**config.mk**
```make
export PLATFORM = sky130hd
export DESIGN_NAME = axis_packet_sink
export DESIGN_NICKNAME = d
export VERILOG_FILES = /design/src/rtl/axis_sink_pkg.sv /design/src/rtl/axis_ready_throttle.sv /design/src/rtl/axis_packet_sink.sv
export SDC_FILE = /design/constraint.sdc
export NUM_CORES = 1
export LEC_CHECK = 0
export CAP_MARGIN = 20
export CORE_MARGIN = 5
export CORE_UTILIZATION = 40
export CTS_BUF_LIST = sky130_fd_sc_hd__clkbuf_4 sky130_fd_sc_hd__clkbuf_8
export CTS_CLUSTER_SIZE = 8
export DETAILED_ROUTE_END_ITERATION = 8
export PLACE_DENSITY = 0.69
export SYNTH_ARGS = -nofsm -noshare
export SYNTH_HDL_FRONTEND = slang
export SYNTH_SLANG_ARGS = --single-unit
```
**constraint.sdc**
```tcl
create_clock -name S_AXIS_ACLK -period 3.22 [get_ports S_AXIS_ACLK]
set_input_delay 0.644 -clock S_AXIS_ACLK [delete_from_list [all_inputs] [get_ports S_AXIS_ACLK]]
set_output_delay 0.644 -clock S_AXIS_ACLK [all_outputs]
set_load 0.05 [all_outputs]
```
**src/rtl/axis_sink_pkg.sv**
```systemverilog
// Shared types and constants for the AXI4-Stream packet sink.
package axis_sink_pkg;

    // Backpressure patterns selectable on ReadyMode
    typedef enum logic [1:0] {
        ALWAYS    = 2'd0,
        ALTERNATE = 2'd1,
        RANDOM    = 2'd2,
        NEVER     = 2'd3
    } ready_mode_e;

    // Packet delimiting states
    typedef enum logic {
        IDLE   = 1'b0,
        IN_PKT = 1'b1
    } sink_state_e;

    // 16-bit Fibonacci LFSR, taps 16,14,13,11 (bits 15,13,12,10)
    localparam int                    LFSR_WIDTH    = 16;
    localparam logic [LFSR_WIDTH-1:0] LFSR_TAP_MASK = 16'hB400;

    // One step of the ready-generator LFSR
    function automatic logic [LFSR_WIDTH-1:0] lfsr_step(input logic [LFSR_WIDTH-1:0] cur);
        return {cur[LFSR_WIDTH-2:0], ^(cur & LFSR_TAP_MASK)};
    endfunction

endpackage

```
**src/rtl/axis_ready_throttle.sv**
```systemverilog
// Registered TREADY pattern generator: always, alternate, pseudo-random or never.
module axis_ready_throttle
    import axis_sink_pkg::*;
#(
    parameter logic [LFSR_WIDTH-1:0] LFSR_SEED = 16'hACE1
) (
    input  logic        Clk,
    input  logic        ResetL,
    input  ready_mode_e ready_mode,
    output logic        ready
);

    logic [LFSR_WIDTH-1:0] lfsr_q;
    logic                  alt_phase_q;

    // The LFSR free-runs every cycle; the alternate phase restarts at 1 whenever the mode is left
    always_ff @(posedge Clk or negedge ResetL) begin
        if (!ResetL) begin
            ready       <= 1'b0;
            lfsr_q      <= LFSR_SEED;
            alt_phase_q <= 1'b1;
        end else begin
            lfsr_q <= lfsr_step(lfsr_q);
            case (ready_mode)
                ALWAYS: begin
                    ready       <= 1'b1;
                    alt_phase_q <= 1'b1;
                end
                ALTERNATE: begin
                    ready       <= alt_phase_q;
                    alt_phase_q <= ~alt_phase_q;
                end
                RANDOM: begin
                    ready       <= lfsr_q[0];
                    alt_phase_q <= 1'b1;
                end
                default: begin
                    ready       <= 1'b0;
                    alt_phase_q <= 1'b1;
                end
            endcase
        end
    end

endmodule

```
**src/rtl/axis_packet_sink.sv**
```systemverilog
// AXI4-Stream slave sink: throttles TREADY, delimits packets on TLAST and keeps statistics.
module axis_packet_sink
    import axis_sink_pkg::*;
#(
    parameter int                    C_S_AXIS_TDATA_WIDTH = 32,
    parameter logic [LFSR_WIDTH-1:0] LFSR_SEED            = 16'hACE1
) (
    input  logic                              S_AXIS_ACLK,
    input  logic                              S_AXIS_ARESETN,
    input  logic                              S_AXIS_TVALID,
    output logic                              S_AXIS_TREADY,
    input  logic [C_S_AXIS_TDATA_WIDTH-1:0]   S_AXIS_TDATA,
    input  logic [C_S_AXIS_TDATA_WIDTH/8-1:0] S_AXIS_TSTRB,
    input  logic                              S_AXIS_TLAST,
    input  logic [1:0]                        ReadyMode,
    input  logic [31:0]                       ExpectedPacketSize,
    input  logic                              ClearStats,
    output logic [31:0]                       TotalReceivedPacketData,
    output logic [31:0]                       TotalReceivedPackets,
    output logic [C_S_AXIS_TDATA_WIDTH-1:0]   LastReceivedPacket_head,
    output logic [C_S_AXIS_TDATA_WIDTH-1:0]   LastReceivedPacket_tail,
    output logic [31:0]                       LastPacketLength,
    output logic [31:0]                       LengthErrorCount
);

    sink_state_e                     state_q, state_d;
    logic [31:0]                     beat_cnt_q;
    logic [31:0]                     beat_cnt_inc;
    logic [C_S_AXIS_TDATA_WIDTH-1:0] head_pending_q;
    logic                            beat_accept;
    logic                            pkt_done;
    logic [31:0]                     done_len;
    logic [C_S_AXIS_TDATA_WIDTH-1:0] done_head;
    logic                            len_mismatch;
    logic                            unused_strb;

    // Byte strobes carry no meaning for this sink
    assign unused_strb = ^S_AXIS_TSTRB;

    axis_ready_throttle #(
        .LFSR_SEED (LFSR_SEED)
    ) u_throttle (
        .Clk        (S_AXIS_ACLK),
        .ResetL     (S_AXIS_ARESETN),
        .ready_mode (ready_mode_e'(ReadyMode)),
        .ready      (S_AXIS_TREADY)
    );

    assign beat_accept = S_AXIS_TVALID & S_AXIS_TREADY;
    assign pkt_done    = beat_accept & S_AXIS_TLAST;

    // Packet state register
    always_ff @(posedge S_AXIS_ACLK or negedge S_AXIS_ARESETN) begin
        if (!S_AXIS_ARESETN) begin
            state_q <= IDLE;
        end else begin
            state_q <= state_d;
        end
    end

    // Next state plus the length/head of a packet completing this cycle
    always_comb begin
        state_d      = state_q;
        beat_cnt_inc = (beat_cnt_q == 32'hFFFF_FFFF) ? beat_cnt_q : beat_cnt_q + 32'd1;
        done_len     = (state_q == IDLE) ? 32'd1 : beat_cnt_inc;
        done_head    = (state_q == IDLE) ? S_AXIS_TDATA : head_pending_q;
        len_mismatch = (ExpectedPacketSize != 32'd0) && (done_len != ExpectedPacketSize);
        if (ClearStats) begin
            state_d = IDLE;
        end else if (beat_accept) begin
            case (state_q)
                IDLE:    state_d = S_AXIS_TLAST ? IDLE : IN_PKT;
                IN_PKT:  state_d = S_AXIS_TLAST ? IDLE : IN_PKT;
                default: state_d = IDLE;
            endcase
        end
    end

    // Beat/packet counters and captured words; a clear wins over a beat in the same cycle
    always_ff @(posedge S_AXIS_ACLK or negedge S_AXIS_ARESETN) begin
        if (!S_AXIS_ARESETN) begin
            beat_cnt_q              <= '0;
            head_pending_q          <= '0;
            TotalReceivedPacketData <= '0;
            TotalReceivedPackets    <= '0;
            LastReceivedPacket_head <= '0;
            LastReceivedPacket_tail <= '0;
            LastPacketLength        <= '0;
            LengthErrorCount        <= '0;
        end else if (ClearStats) begin
            beat_cnt_q              <= '0;
            head_pending_q          <= '0;
            TotalReceivedPacketData <= '0;
            TotalReceivedPackets    <= '0;
            LastReceivedPacket_head <= '0;
            LastReceivedPacket_tail <= '0;
            LastPacketLength        <= '0;
            LengthErrorCount        <= '0;
        end else if (beat_accept) begin
            TotalReceivedPacketData <= TotalReceivedPacketData + 32'd1;
            if (state_q == IDLE) begin
                head_pending_q <= S_AXIS_TDATA;
                beat_cnt_q     <= 32'd1;
            end else begin
                beat_cnt_q <= beat_cnt_inc;
            end
            if (pkt_done) begin
                LastReceivedPacket_head <= done_head;
                LastReceivedPacket_tail <= S_AXIS_TDATA;
                LastPacketLength        <= done_len;
                TotalReceivedPackets    <= TotalReceivedPackets + 32'd1;
                if (len_mismatch) begin
                    LengthErrorCount <= LengthErrorCount + 32'd1;
                end
            end
        end
    end

endmodule

```
* Word level (Yosys, flattened, before mapping) *
Index checks and enable logic that the tools add are counted.
W data, S select, Z words.

operators by class
  bitwise gates (word level) = 3
  add/sub/neg operators = 4
  equality and inequality tests = 4
  reductions and logical operators = 9
  multiplexer cells = 30

operators with widths
  kind                     number
  $mux W32                 25
  $add A32 B1 Y32 const B  4
  $eq A32 B32 Y1 const B   1
  $ne A32 B32 Y1           1
  $reduce_bool A32 Y1      1
  $reduce_xor A16 Y1       1
  $reduce_bool A2 Y1       3
  $mux W1                  4
  $pmux W1 S3              1
  $reduce_and A3 Y1        1
  $and A1 B1 Y1            2
  $eq A2 B1 Y1 const B     1
  $eq A2 B2 Y1 const B     1
  $logic_not A2 Y1         1
  $reduce_and A2 Y1        1
  $logic_and A1 B1 Y1      1
  $not A1 Y1               1

storage, ports and cells
  flip-flop bits (word level) = 275
  word-level logic and storage cells = 62
  output and inout bits = 193

* Longest topological paths before layout *
Gate-level depths: netlist (run 1).

  depth after elaboration = 9
  gate-level depth with buffers = 16
  gate-level depth less buffers = 11

* Modules after synthesis *
A second synthesis (run 1) with hierarchy kept.

unflattened totals
  cells, all modules = 1618
  area, all modules = 14361.3 sq um

by module, submodules not included
  module               area an instance (sq um)  seq. area each (sq um)  instances  cells each
  axis_packet_sink     13848.3                   6431.2                  1          1593
  axis_ready_throttle  513.0                     461.7                   1          25

* Worst setup path before layout (run 1) *
No wires, ideal clock.

  path type = reg-to-reg
  from = reg beat_cnt_q[0]
  to = reg LengthErrorCount[25]
  path slack = -123 ps
  buffers on the path = 4
  cell stages (with the launch flop) = 16
  library setup time = 125 ps
  data arrival time = 3218 ps
  path through = dfrtp_1 -> ha_1 -> and3_1 -> buf_2 -> nand2_4 -> buf_6 -> nor4_1 -> mux2i_1 -> nor3_1 -> o221a_2 -> nand4_1 -> and4b_1 -> buf_6 -> buf_6 -> nor4_1 -> mux2_2

on the way
  longest elaborated chain between the ends = 7
  elaborated cells on any way between the ends = 8
  those cells by class = add/sub: 1; eq/ne: 2; mux: 2; reduce/logical: 3

ends and longest elaborated chain
  what                                                      line                     RTL
  start, declared                                           axis_packet_sink.sv:27   logic [31:0] beat_cnt_q;
  start signal, assigned                                    axis_packet_sink.sv:105  beat_cnt_q <= beat_cnt_inc;
  $add A32 B1 Y32 / $eq A32 B32 Y1 (equally long branches)  axis_packet_sink.sv:64   beat_cnt_inc = (beat_cnt_q == 32'hFFFF_FFFF) ? beat_cnt_q : beat_cnt_q + 32'd1;
  $mux W32 (*)                                              axis_packet_sink.sv:64
  $mux W32 (*)                                              axis_packet_sink.sv:65   done_len = (state_q == IDLE) ? 32'd1 : beat_cnt_inc;
  $ne A32 B32 Y1 (*)                                        axis_packet_sink.sv:67   len_mismatch = (ExpectedPacketSize != 32'd0) && (done_len != ExpectedPacketSize);
  $logic_and A1 B1 Y1 (*)                                   axis_packet_sink.sv:67
  $reduce_bool A2 Y1 (no source line) (*)                   n/a
  $reduce_and A3 Y1 (no source line) (*)                    n/a
  end signal, assigned                                      axis_packet_sink.sv:113  LengthErrorCount <= LengthErrorCount + 32'd1;
  end, declared                                             axis_packet_sink.sv:23   output logic [31:0] LengthErrorCount

Every way passes the cells marked *; elsewhere a longest branch is shown, timed or not.
A chain may end at the register's enable or synchronous reset.

* Final worst setup path (run 1) *
  from = reg beat_cnt_q[1]
  to = reg LengthErrorCount[16]

The elaborated chain is that of the path after synthesis.

==> flow_metrics.env, run 1 <==
export IMPL_outcome="finished with violations"
export IMPL_violations="negative setup slack"
export IMPL_die_h_um=199.1
export IMPL_setup_slack_ns=-0.2524
export IMPL_start_util_pct=40.33
export IMPL_startpoint_type="flop"
export IMPL_drtIter0Drc=967
export IMPL_syn_area_um2=14310
export IMPL_synth_edf_count=0
export IMPL_ys_types=83
export IMPL_synth_avg_cell_area_um2=9.045
export IMPL_hold_class="primary input to asynchronous set/reset pin"
export IMPL_synth_fp_nets=1661
export IMPL_h_tree_depth=2
export IMPL_yosysSeqAreaShare_pct=48.17
export IMPL_final_cell_mix="nand2_1 (265), dfrtp_1 (262), clkdlybuf4s50_1 (261)"
export IMPL_crit_chain="buf_6 > nand4_1 > buf_4 > or4_4 > a211oi_2 > nor4_1 > buf_4 > o2111ai_2 > nor4_2 > and4b_2 > buf_12 > buf_16 > buf_6 > or4_1 > a21oi_1"
export IMPL_dpl_cell_count=2417
export IMPL_die_area_um2=39660
export IMPL_rsz0062_at_grt="true"
export IMPL_cellLeakagePower_nw=8.548
export IMPL_multi_input_area_um2=7352
export IMPL_die_w_um=199.1
export IMPL_fin_crit_sh_pct=107.8
export IMPL_ant_nets=0
export IMPL_synth_main_ff_cell="dfrtp_1"
export IMPL_vdd_drop_max_mv=0.3931
export IMPL_slew_violations=0
export IMPL_route_vias_total=13860
export IMPL_timing_hold_ws_ns=0.008223
export IMPL_cap_violations=0
export IMPL_clk_pin_slew_worst_paths_ns=0.07
export IMPL_avgRoutedWirePerCell_um=20.08
export IMPL_hold_buffers=0
export IMPL_diodes=0
export IMPL_post_route_min_period_ns=3.472
export IMPL_hold_viol=0
export IMPL_maxSlewHeadroom_pct=30.76
export IMPL_pin_count=268
export IMPL_grt_pass1_wl_um=78600
export IMPL_num_rows=69
export IMPL_fin_cells=2533
export IMPL_finalNetCount=2115
export IMPL_grt_max_degree=122
export IMPL_cts_buffer_depth=3
export IMPL_clk_latency_ns=0.58
export IMPL_cpMaxStageDelayCell="or4_1"
export IMPL_cts_sinks=275
export IMPL_final_common_cell="nand2_1"
export IMPL_drt_wl_total_um=50860
export IMPL_cts_inserted_buffers=48
export IMPL_num_fill_cells=3053
export IMPL_hpwlAfterDp_um=35620
export IMPL_crit_type="flop to flop"
export IMPL_fin_skew_ns=0.03801
export IMPL_setup_worst_path_end_class="flop"
export IMPL_layout_drive_gt1_share_pct=22.35
export IMPL_antenna_found_initial=0
export IMPL_grt_use_total_pct=24.91
export IMPL_overflow=0
export IMPL_post_synth_inst_count=1582
export IMPL_cpPeakStageDelay_ns=0.48
export IMPL_port_buffers=263
export IMPL_setup_violations=32
export IMPL_max_freq_mhz=288.0
export IMPL_worst_pin_slew_ns=1.039
export IMPL_detail_route_first_pass_iterations=5
export IMPL_worstPathArrival_ns=3.96
export IMPL_ys_seq_elements=275
export IMPL_root_buffer="clkbuf_8"
export IMPL_core_um2=35480
export IMPL_grt_pass1_vias=13870
export IMPL_viasPerCell=5.473
export IMPL_synthArstFlopShare_pct=100.0
export IMPL_yosysWarnings=0
export IMPL_area_growth_pct=44.91
export IMPL_crit_fanout=6
export IMPL_tritoncts="built"
export IMPL_place_congestion=0.9758
export IMPL_register_area_um2=6900
export IMPL_powerDensity_nw_per_um2=375.0
export IMPL_remaining_drc_errors=0
export IMPL_critPathRequiredTime_ns=3.71
==> metrics by stage <==
step	setup TNS [ns]	utilization (%)	cell area (um2)	total power, mW	setup WS [ns]
after CTS	-4.455	57.69	20470	7.863	-0.2231
after floorplan	0	-	14390	4.014	0.01317
after global placement	-24.89	53.43	18960	4.430	-0.8301
after global routing	-8.665	58.44	20740	8.089	-0.3385
final	-5.245	58.44	20740	7.776	-0.2524
after detailed placement	-27.87	53.43	18960	4.440	-0.9410
==> sequential cells by signal, indices dropped and copies added (netlist names) <==
register	cells
LastPacketLength	32
LastReceivedPacket_head	32
LastReceivedPacket_tail	32
LengthErrorCount	32
TotalReceivedPacketData	32
TotalReceivedPackets	32
beat_cnt_q	32
head_pending_q	32
u_throttle.lfsr_q	16
state_q	1
u_throttle.alt_phase_q	1
u_throttle.ready	1
==> synth_stat cells (all sizes together), types with 3 or more instances <==
cell type | number | area (um2)
nor2 | 169 | 634.4
xor2 | 54 | 473.0
nand4 | 36 | 246.5
or3b | 3 | 26.28
buf | 32 | 198.9
dfstp | 9 | 236.5
o31a | 4 | 35.03
or4 | 31 | 240.2
nand2 | 271 | 1027
and3 | 32 | 200.2
clkbuf | 76 | 286.5
or2 | 3 | 18.77
mux2 | 11 | 123.9
or3 | 12 | 80.08
a211oi | 44 | 330.3
and2 | 14 | 87.59
nor2b | 12 | 75.07
o2111ai | 4 | 35.03
a31oi | 4 | 25.02
nor4 | 31 | 266.5
ha | 4 | 50.05
a21oi | 164 | 820.8
o211ai | 5 | 42.54
a2111oi | 4 | 42.54
xnor2 | 27 | 244.0
o21ai | 27 | 135.1
nand2b | 9 | 56.30
inv | 21 | 78.83
mux2i | 45 | 450.4
a32o | 3 | 30.03
o31ai | 26 | 200.2
nor3 | 25 | 141.4
and4 | 17 | 150.1
dfrtp | 266 | 6656
nand3 | 53 | 265.3
==> layout make-up <==
| class | instances | share of cell area (%) |
|---|---|---|
| clock inverter | 4 | 0.1267 |
| inverter | 22 | 0.3982 |
| clock buffer | 82 | 4.779 |
| timing repair buffer | 512 | 23.18 |
| tap | 461 | 2.782 |
| sequential | 275 | 33.28 |
| multi-input combinational | 1177 | 35.46 |
==> cells by family after synthesis <==
kind of cell	Yosys count	share of synthesized area, %
simple gates	724	24.93
compound gates	312	13.56
flops	275	48.17
buf+inv	130	3.970
xor+xnor	81	5.010
mux	56	4.013
fa+ha+maj	4	0.3498
==> final timing paths <==
| path | end | slack, ns | depth (start not counted) | from |
|---|---|---|---|---|
| max in group asynchronous | u_throttle.lfsr_q[13] | 2.29 | 2 | S_AXIS_ARESETN |
| min | LengthErrorCount[9] | 0.008 | 1 | S_AXIS_ARESETN |
| max | LengthErrorCount[16] | -0.25 | 15 | beat_cnt_q[1] |
| min reg2reg | u_throttle.lfsr_q[9] | 0.33 | 0 | u_throttle.lfsr_q[8] |
| min in group S_AXIS_ACLK | u_throttle.lfsr_q[9] | 0.33 | 0 | u_throttle.lfsr_q[8] |
| max reg2reg | LengthErrorCount[16] | -0.25 | 15 | beat_cnt_q[1] |
==> power breakdown <==
part	internal [mW]	switching (mW)
sequential	3.52	0.0394
combinational	0.294	0.545
clock	1.93	1.45
total	5.74	2.04
==> routing by layer <==
layer | share of wire [%] | track usage, % | vias up
met3 | 9.0 | 6.677 | 82
li1 | - | - | 6523
met1 | 42 | 33.43 | 6743
met4 | 3.2 | 8.283 | 0
met2 | 46 | 39.39 | 514
met5 | 0 | 0 | -
==> critical path: cells and delay by family, from the launching register on <==
family | cells | cell delay (ns)
flops | 1 | 0.40
compound gates | 3 | 0.53
buf+inv | 6 | 0.90
simple gates | 6 | 1.55
==> repair_timing <==
action / CTS / global route
cloned: 2 / 0
setup endpoints to repair: 32 / 32
setup buffers: 20 / 10
pin swaps: 47 / 25
gates resized for setup: 68 / 42
No activity file was read; power rests on OpenSTA's default activity.
==> inputs of run 2 (changes only) <==
- CTS_CLUSTER_SIZE: 8 -> 12
==> results of run 2 <==
The final DEF is identical to that of run 1; final timing and power are the same.
==> inputs of run 3 (changes only) <==
- CTS_CLUSTER_DIAMETER: unset -> 200
==> run 3 against run 2 <==
Effect of this change:
- the run still ends with negative setup slack left
- sequential power is essentially flat
- final cell count shrank 1.3%
- power shrank 16%
- flip-flop and latch count is the same
- design area shrank 1.9%
- combinational power is essentially flat
- die area is the same
- register-to-register slack lost 0.09 ns
- largest power group unchanged
==> flow_metrics.env, run 3 (synthesis gave the netlist of run 1 again) <==
export IMPL_cts_sinks=275
export IMPL_area_growth_pct=42.22
export IMPL_finish_utilization_pct=57.36
export IMPL_cpMostUsedCell="buf_4"
export IMPL_cts_buffer_depth=3
export IMPL_fin_skew_ns=0.04752
export IMPL_crit_fanout=5
export IMPL_maxSlewHeadroom_pct=31.67
export IMPL_num_rows=69
export IMPL_crit_chain="nand4_1 > buf_4 > nor3_2 > buf_4 > nand2_2 > o311a_4 > buf_4 > a22o_1 > nor4_4 > and4b_2 > buf_12 > bufbuf_16 > buf_4 > o31ai_2 > a21oi_1"
export IMPL_seqPwrFrac_pct=54.6
export IMPL_drtIter0Drc=1017
export IMPL_power_switching_mw=1.797
export IMPL_hold_viol=0
export IMPL_hold_class="primary input to asynchronous set/reset pin"
export IMPL_setup_worst_path_end_class="flop"
export IMPL_post_route_min_period_ns=3.560
export IMPL_rsz0062_at_grt="true"
export IMPL_cpMaxStageDelayCell="dfrtp_1"
export IMPL_die_h_um=199.1
export IMPL_fin_crit_sh_pct=110.6
export IMPL_placed_area_um2=18960
export IMPL_die_w_um=199.1
export IMPL_viasPerCell=5.531
export IMPL_layout_drive_gt1_share_pct=20.89
export IMPL_place_congestion=0.9758
export IMPL_hpwlAfterDp_um=35620
export IMPL_powerDensity_nw_per_um2=319.6
export IMPL_final_cell_mix="nand2_1 (267), dfrtp_1 (265), clkdlybuf4s50_1 (261)"
export IMPL_route_vias_total=13830
export IMPL_pin_count=268
export IMPL_grt_max_degree=122
export IMPL_avgRoutedWirePerCell_um=20.24
export IMPL_pre_cts_slack_ns=-0.9410
export IMPL_violations="negative setup slack"
export IMPL_tritoncts="built"
export IMPL_dpl_cell_count=2417
export IMPL_worstPathArrival_ns=4.05
export IMPL_overflow=0
export IMPL_setup_violations=32
export IMPL_finalNetCount=2106
export IMPL_outcome="finished with violations"
export IMPL_grt_pass1_vias=13670
export IMPL_cpPeakStageDelay_ns=0.41
export IMPL_p_clk_share_pct=32.5
export IMPL_worst_pin_slew_ns=1.025
export IMPL_num_fill_cells=3074
export IMPL_startpoint_type="flop"
export IMPL_antenna_found_initial=0
export IMPL_combPwrFrac_pct=13.0
export IMPL_cellLeakagePower_nw=8.325
export IMPL_crit_type="flop to flop"
export IMPL_slew_violations=0
export IMPL_fin_cells=2500
export IMPL_grt_use_total_pct=24.30
export IMPL_cts_inserted_buffers=26
export IMPL_clk_pin_slew_worst_paths_ns=0.12
export IMPL_die_area_um2=39660
export IMPL_port_buffers=263
export IMPL_start_util_pct=40.33
export IMPL_final_common_cell="nand2_1"
export IMPL_remaining_drc_errors=0
export IMPL_h_tree_depth=1
export IMPL_core_um2=35480
export IMPL_p_int_mw=4.707
export IMPL_critPathRequiredTime_ns=3.71
export IMPL_max_freq_mhz=280.9
export IMPL_ant_nets=0
export IMPL_cap_violations=0
export IMPL_clk_latency_ns=0.61
export IMPL_drt_wl_total_um=50600
export IMPL_p_sw_share_pct=27.63
export IMPL_vdd_drop_max_mv=0.3093
export IMPL_setup_slack_ns=-0.3401
export IMPL_detail_route_first_pass_iterations=6
export IMPL_diodes=0
export IMPL_hold_buffers=0
export IMPL_grt_pass1_wl_um=77180
export IMPL_timing_hold_ws_ns=0.01156
export IMPL_final_area_um2=20350
export IMPL_root_buffer="clkbuf_8"
## run 3: cell types whose count changed in the layout (fill, tap and decap cells not counted), sizes merged
cell,before,now
clkbuf,83,40
buf,250,262
bufbuf,0,1
clkinv,3,2
clkinvlp,1,0
inv,22,21
## run 3: per-layer routing
metal,track usage [%],routed length (um),vias to the layer above
met5,0,0,-
met4,7.067,1776,0
met3,6.255,4170,92
met2,39.06,23420,468
met1,32.65,21230,6799
li1,-,-,6469
## run 3: through the flow
step,total power [mW],setup TNS (ns)
floorplan,4.014,0
global placement,4.430,-24.89
detailed placement,4.440,-27.87
CTS,6.576,-6.159
global route,6.763,-12.26
finish,6.504,-8.698
## run 3: final timing paths
path	startpoint	end	slack, ns	depth (start not counted)
max	beat_cnt_q[6]	LengthErrorCount[5]	-0.34	15
min	S_AXIS_ARESETN	LengthErrorCount[9]	0.01	1
max reg2reg	beat_cnt_q[6]	LengthErrorCount[5]	-0.34	15
min reg2reg	u_throttle.lfsr_q[8]	u_throttle.lfsr_q[9]	0.35	0
max in group asynchronous	S_AXIS_ARESETN	u_throttle.lfsr_q[15]	2.32	2
min in group S_AXIS_ACLK	ClearStats	TotalReceivedPacketData[1]	0.32	2
## run 3: layout make-up
| type | count | area (um2) | area share, % |
|---|---|---|---|
| Multi-Input combinational cell | 1177 | 7408 | 36.40 |
| Timing Repair Buffer | 525 | 4916 | 24.15 |
| Clock buffer | 39 | 455.4 | 2.238 |
| Tap cell | 461 | 576.8 | 2.834 |
| Sequential cell | 275 | 6897 | 33.89 |
| Clock inverter | 1 | 16.27 | 0.07992 |
| Inverter | 22 | 82.58 | 0.4058 |
## run 3: power groups by stage
stage | registers [mW] | clock network (mW) | logic (mW)
after floorplan | 3.75 | 0 | 0.268
after global placement | 3.61 | 0 | 0.816
after detailed placement | 3.62 | 0 | 0.823
after CTS | 3.55 | 2.19 | 0.839
after global routing | 3.56 | 2.30 | 0.907
final | 3.55 | 2.11 | 0.843
## run 3: worst max-delay path: cells and delay by family (launching register included)
family                 cells  cell delay, ns
AND/OR/NAND/NOR            5            1.13
buffers and inverters      6            1.03
AO/OA/AOI/OAI              4            0.86
flip-flops                 1            0.41
## run 3: repair_timing
item	4_1_cts	5_1_grt
setup buffers	21	22
gates cloned	2	0
resized for setup	59	53
endpoints found under the hold margin	0	0
endpoints found under the setup margin	32	32
pin swaps	34	33
